### config.mk
export PLATFORM = sky130hd
export DESIGN_NAME = channel_reduce_param
export DESIGN_NICKNAME = d
export VERILOG_FILES = /design/src/rtl/channel_reduce_param.sv
export SDC_FILE = /design/constraint.sdc
export NUM_CORES = 1
export LEC_CHECK = 0
export ABC_CLOCK_PERIOD_IN_PS = 3200
export CORE_MARGIN = 5
export CORE_UTILIZATION = 44
export DETAILED_ROUTE_END_ITERATION = 8
export GPL_ROUTABILITY_DRIVEN = 1
export PLACE_DENSITY_LB_ADDON = 0.08
export SLEW_MARGIN = 20
export SYNTH_ARGS = -nofsm -noshare
export SYNTH_HDL_FRONTEND = slang
export SYNTH_SLANG_ARGS = --single-unit
### constraint.sdc
create_clock -name clk -period 3.2 [get_ports clk]
set_input_delay 0.8 -clock clk [delete_from_list [all_inputs] [get_ports clk]]
set_output_delay 0.8 -clock clk [all_outputs]
set_load 0.005 [all_outputs]
### src/rtl/channel_reduce_param.sv
// Purpose: fold N words popped from the input FIFO with a fixed operator, push one result word.
// Latency: INIT 1 cycle, READ N cycles, WRITE 1 cycle (no stalls); frame period N+2 in continuous mode.
// Backpressure: empty input FIFO stalls READ without consuming; full output FIFO holds WRITE with data stable.
module channel_reduce_param #(
  parameter int WIDTH      = 32,
  parameter int N          = 4,
  parameter int OP         = 0,
  parameter int CONTINUOUS = 0
) (
  input  logic             clk,
  input  logic             rst,
  input  logic [WIDTH-1:0] in_out_data,
  input  logic             in_read_ready,
  input  logic             in_write_ready,
  output logic             in_read_valid,
  output logic [WIDTH-1:0] in_in_data,
  output logic             in_write_valid,
  output logic             in_rst,
  input  logic [WIDTH-1:0] out_out_data,
  input  logic             out_read_ready,
  input  logic             out_write_ready,
  output logic [WIDTH-1:0] out_in_data,
  output logic             out_write_valid,
  output logic             out_read_valid,
  output logic             out_rst,
  output logic             valid
);

  localparam int CW = $clog2(N + 1);
  // min starts from all-ones so the first word always wins; other operators start from zero
  localparam logic [WIDTH-1:0] IDENT = (OP == 1) ? {WIDTH{1'b1}} : {WIDTH{1'b0}};
  localparam logic [CW-1:0] LAST = CW'(N - 1);

  typedef enum logic [1:0] {S_INIT, S_READ, S_WRITE, S_DONE} state_t;

  state_t           r_state;
  logic [CW-1:0]    r_count;
  logic [WIDTH-1:0] r_acc;
  logic [WIDTH-1:0] w_fold;
  logic             w_pop;
  logic             w_push;
  logic             w_unused;

  // Inputs on the unused halves of both channels are deliberately ignored
  assign w_unused = in_write_ready ^ out_read_ready ^ (^out_out_data);

  // Strobes decode from state only; rst forces every output low
  assign in_read_valid   = !rst && (r_state == S_READ);
  assign out_write_valid = !rst && (r_state == S_WRITE);
  assign out_in_data     = rst ? {WIDTH{1'b0}} : r_acc;
  assign valid           = !rst && ((CONTINUOUS != 0) ? ((r_state == S_WRITE) && out_write_ready)
                                                      : (r_state == S_DONE));
  assign in_in_data      = {WIDTH{1'b0}};
  assign in_write_valid  = 1'b0;
  assign in_rst          = 1'b0;
  assign out_read_valid  = 1'b0;
  assign out_rst         = 1'b0;

  assign w_pop  = (r_state == S_READ) && in_read_ready;
  assign w_push = (r_state == S_WRITE) && out_write_ready;

  // Combine the running accumulator with the FIFO head word; compares are unsigned, sum wraps
  always_comb begin
    w_fold = r_acc;
    case (OP)
      1:       w_fold = (in_out_data < r_acc) ? in_out_data : r_acc;
      2:       w_fold = (in_out_data > r_acc) ? in_out_data : r_acc;
      3:       w_fold = r_acc ^ in_out_data;
      default: w_fold = r_acc + in_out_data;
    endcase
  end

  // Frame sequencer: INIT clears, READ folds N pops, WRITE holds result until pushed
  always_ff @(posedge clk) begin
    if (rst) begin
      r_state <= S_INIT;
      r_count <= '0;
      r_acc   <= IDENT;
    end else begin
      case (r_state)
        S_INIT: begin
          r_acc   <= IDENT;
          r_count <= '0;
          r_state <= S_READ;
        end
        S_READ: begin
          if (w_pop) begin
            r_acc   <= w_fold;
            r_count <= r_count + 1'b1;
            if (r_count == LAST) r_state <= S_WRITE;
          end
        end
        S_WRITE: begin
          if (w_push) r_state <= (CONTINUOUS != 0) ? S_INIT : S_DONE;
        end
        S_DONE:  r_state <= S_DONE;
        default: r_state <= S_INIT;
      endcase
    end
  end

endmodule

==> flow_summary.toml <==
[power]
p_clk_share_pct = 25.8
power_frac_comb_pct = 36.0
seqPwrFrac_pct = 38.2
p_sw_share_pct = 32.9
power_report.internal_total_mw = 0.871
power_density_nw_per_um2 = 278
ir_drop_v = 0.000159
power.leakage_nw = 2.02
p_sw_mw = 0.427

[setup_path]
worstPathMaxFanout = 5
reg2reg_from = "r_acc[4]$_SDFFE_PP0P_"
crit_required_ps = 3410
cp-end-kind = "flip-flop"
crit_type = "in -> reg"
r2r_slack_ps = 520
crit_arrival_ps = 3260
cp-start-kind = "input pin"
crit_start = "in_out_data[8]"

[hold_path]
hp-class = "reg -> reg"
hold_start = "r_count[2]$_SDFFE_PP0P_"

[routing]
wl_um = 8800
drtPass1Iterations = 4
post-route-drc-count = 0
drt_iter0_drc = 60
vias = 3342
wl_per_cell_um = 13.5
vias_per_cell = 5.12
final_antenna_net_count = 0

[layout]
ff_latch_area_um2 = 741
final_common_cell = "clkdlybuf4s50_1"
antenna_cells = 0
nFillCells = 715
areaGrowthSynthToFinish_pct = 36.1
multiInputGateArea_um2 = 2470
drive_above_1_share_pct = 15.8
num-nets-final = 654
layout_common_cells = "clkdlybuf4s50_1, nor2_1, buf_4"
post-route-util_pct = 61.0

[grt]
gr-total-overflow = 0
grt_start_max_net_pins = 31
antenna_found_initial = 0
grt_pass1_wl_um = 14600
grtUsageTotal_pct = 17.9
grt_pass1_vias = 3294

[placed_design]
dpl.hpwl_um = 6740
place_congestion = 0.841
io_buffers = 70

[sta]
finalCriticalPeriod_ps = 3050
setup_viol = 0
fmax_ghz = 0.328
rsz0062_at_grt = "no"
slew_viol_final = 0
skew_ps = 6.03
hold_violations = 0
fin_crit_sh_pct = 95.2
holdWs_ps = 458

[synth]
yosys_warnings = 0
yosysSeqAreaShare_pct = 21.6
synth_edf_count = 0
avgSynthCellArea_um2 = 7.73
synthCells = 443
synth.distinct_cells = 57
ys_ff_latch = 37
netlist_area_um2 = 3420
synth_top_flop_cell = "dfxtp_1"
async_flop_share_pct = 0

[clock_tree]
cts_sinks = 37
clock_path_buffers = 2
clock_tree.root_cell = "clkbuf_8"
clkTransAtPathRegs_ps = 80
postCtsSetupBuffers = 0
cts_max_level = 2
cts_buffers = 5
cts_tree = "built"
clock_latency_ps = 300
hold_buffers = 0

[die]
io_pins = 141
rows = 32
die_h_um = 98.2
coreArea_um2 = 7650
die_area_um2 = 9650
start_util_pct = 44.8
die_w_um = 98.2

[run_status]
status = "completed"

[run]
max_cap_viol_count = 0
==> layout make-up <==
class	count	area share, %
repair buffers	120	23.5
well taps	102	2.74
clock inverters	2	0.215
multi-input cells	346	52.9
flip-flops and latches	37	15.9
clock buffers	6	1.56
inverters	40	3.22
==> synth_stat cells, types with 4 or more instances <==
master    count  area [µm²]
mux2i_1       4        40.0
nor2b_1       5        31.3
nand4_1       4        25.0
ha_1         33         413
o21ai_0      20         100
nand2_1      25        93.8
nor3_1        5        25.0
o32ai_1      26         228
buf_1         4        15.0
o21a_1        7        52.6
clkbuf_1     15        56.3
nand2b_1     10        62.6
inv_1        40         150
a21oi_1      30         150
xnor2_1      16         140
dfxtp_1      37         741
a21o_1        9        67.6
nor2_1       52         195
buf_4        36         270
xor2_1       10        87.6
nand3_1       7        35.0
==> kinds of logic (layout without fill, tap and decap cells) <==
group	after synthesis	count (layout)	share of synthesized area, %
other	1	36	0.110
muxes	4	4	1.17
and+or+nand+nor	122	122	16.8
buffers and inverters	95	168	14.4
adders and majority gates	34	34	12.6
DFF	37	37	21.6
xor gates and xnor gates	26	26	6.65
AOI/OAI and AO/OA	124	124	26.6
==> layer usage <==
metal | global-route usage, % | routed length [µm]
met2 | 30.4 | 4090
met1 | 23.1 | 4130
met3 | 3.36 | 463
met4 | 5.15 | 120
met5 | 0 | 0
==> power groups by stage <==
stage	clock network [mW]	logic, mW	registers (mW)
2_1_floorplan	0	0.303	0.501
3_3_place_gp	0	0.441	0.503
3_5_place_dp	0	0.446	0.504
4_1_cts	0.348	0.452	0.493
5_1_grt	0.363	0.517	0.498
6_report	0.335	0.467	0.496
==> worst paths after layout <==
path / end / depth (start not counted)
min: r_count[2]$_SDFFE_PP0P_ / 2
max reg2reg: r_acc[31]$_SDFFE_PP0P_ / 10
max: r_acc[31]$_SDFFE_PP0P_ / 10
min reg2reg: r_count[2]$_SDFFE_PP0P_ / 2
==> state kept, by name, summed over array words and instances (netlist names) <==
signal / count
r_acc: 32
r_count: 3
r_state: 2
==> critical path, stage by stage <==
cell	delay, ps
clkdlybuf4s50_1	470
ha_4	310
nand2_1	80
a211oi_2	220
o2111ai_2	190
and3b_4	240
o31ai_4	370
mux2i_1	230
nor2_1	70
o311ai_1	260
==> metrics by stage <==
stage	std cells	instance area [µm²]	total power, mW	setup WS (ps)	TNS [ps]
after CTS	653	4510	1.29	9.12	0
after detailed placement	645	4420	0.950	-450	-3610
final	653	4660	1.30	152	0
after floorplan	478	3560	0.804	174	0
after global routing	653	4660	1.38	13.2	0
after global placement	645	4420	0.944	-344	-3220
==> repair_timing <==
action | 4_1_cts | 5_1_grt
endpoints found under the hold margin | 0 | 0
endpoints found under the setup margin | 6 | 11
gates resized for setup | 4 | 25
pin swaps | 6 | 13
No activity file was read; power rests on OpenSTA's default activity.
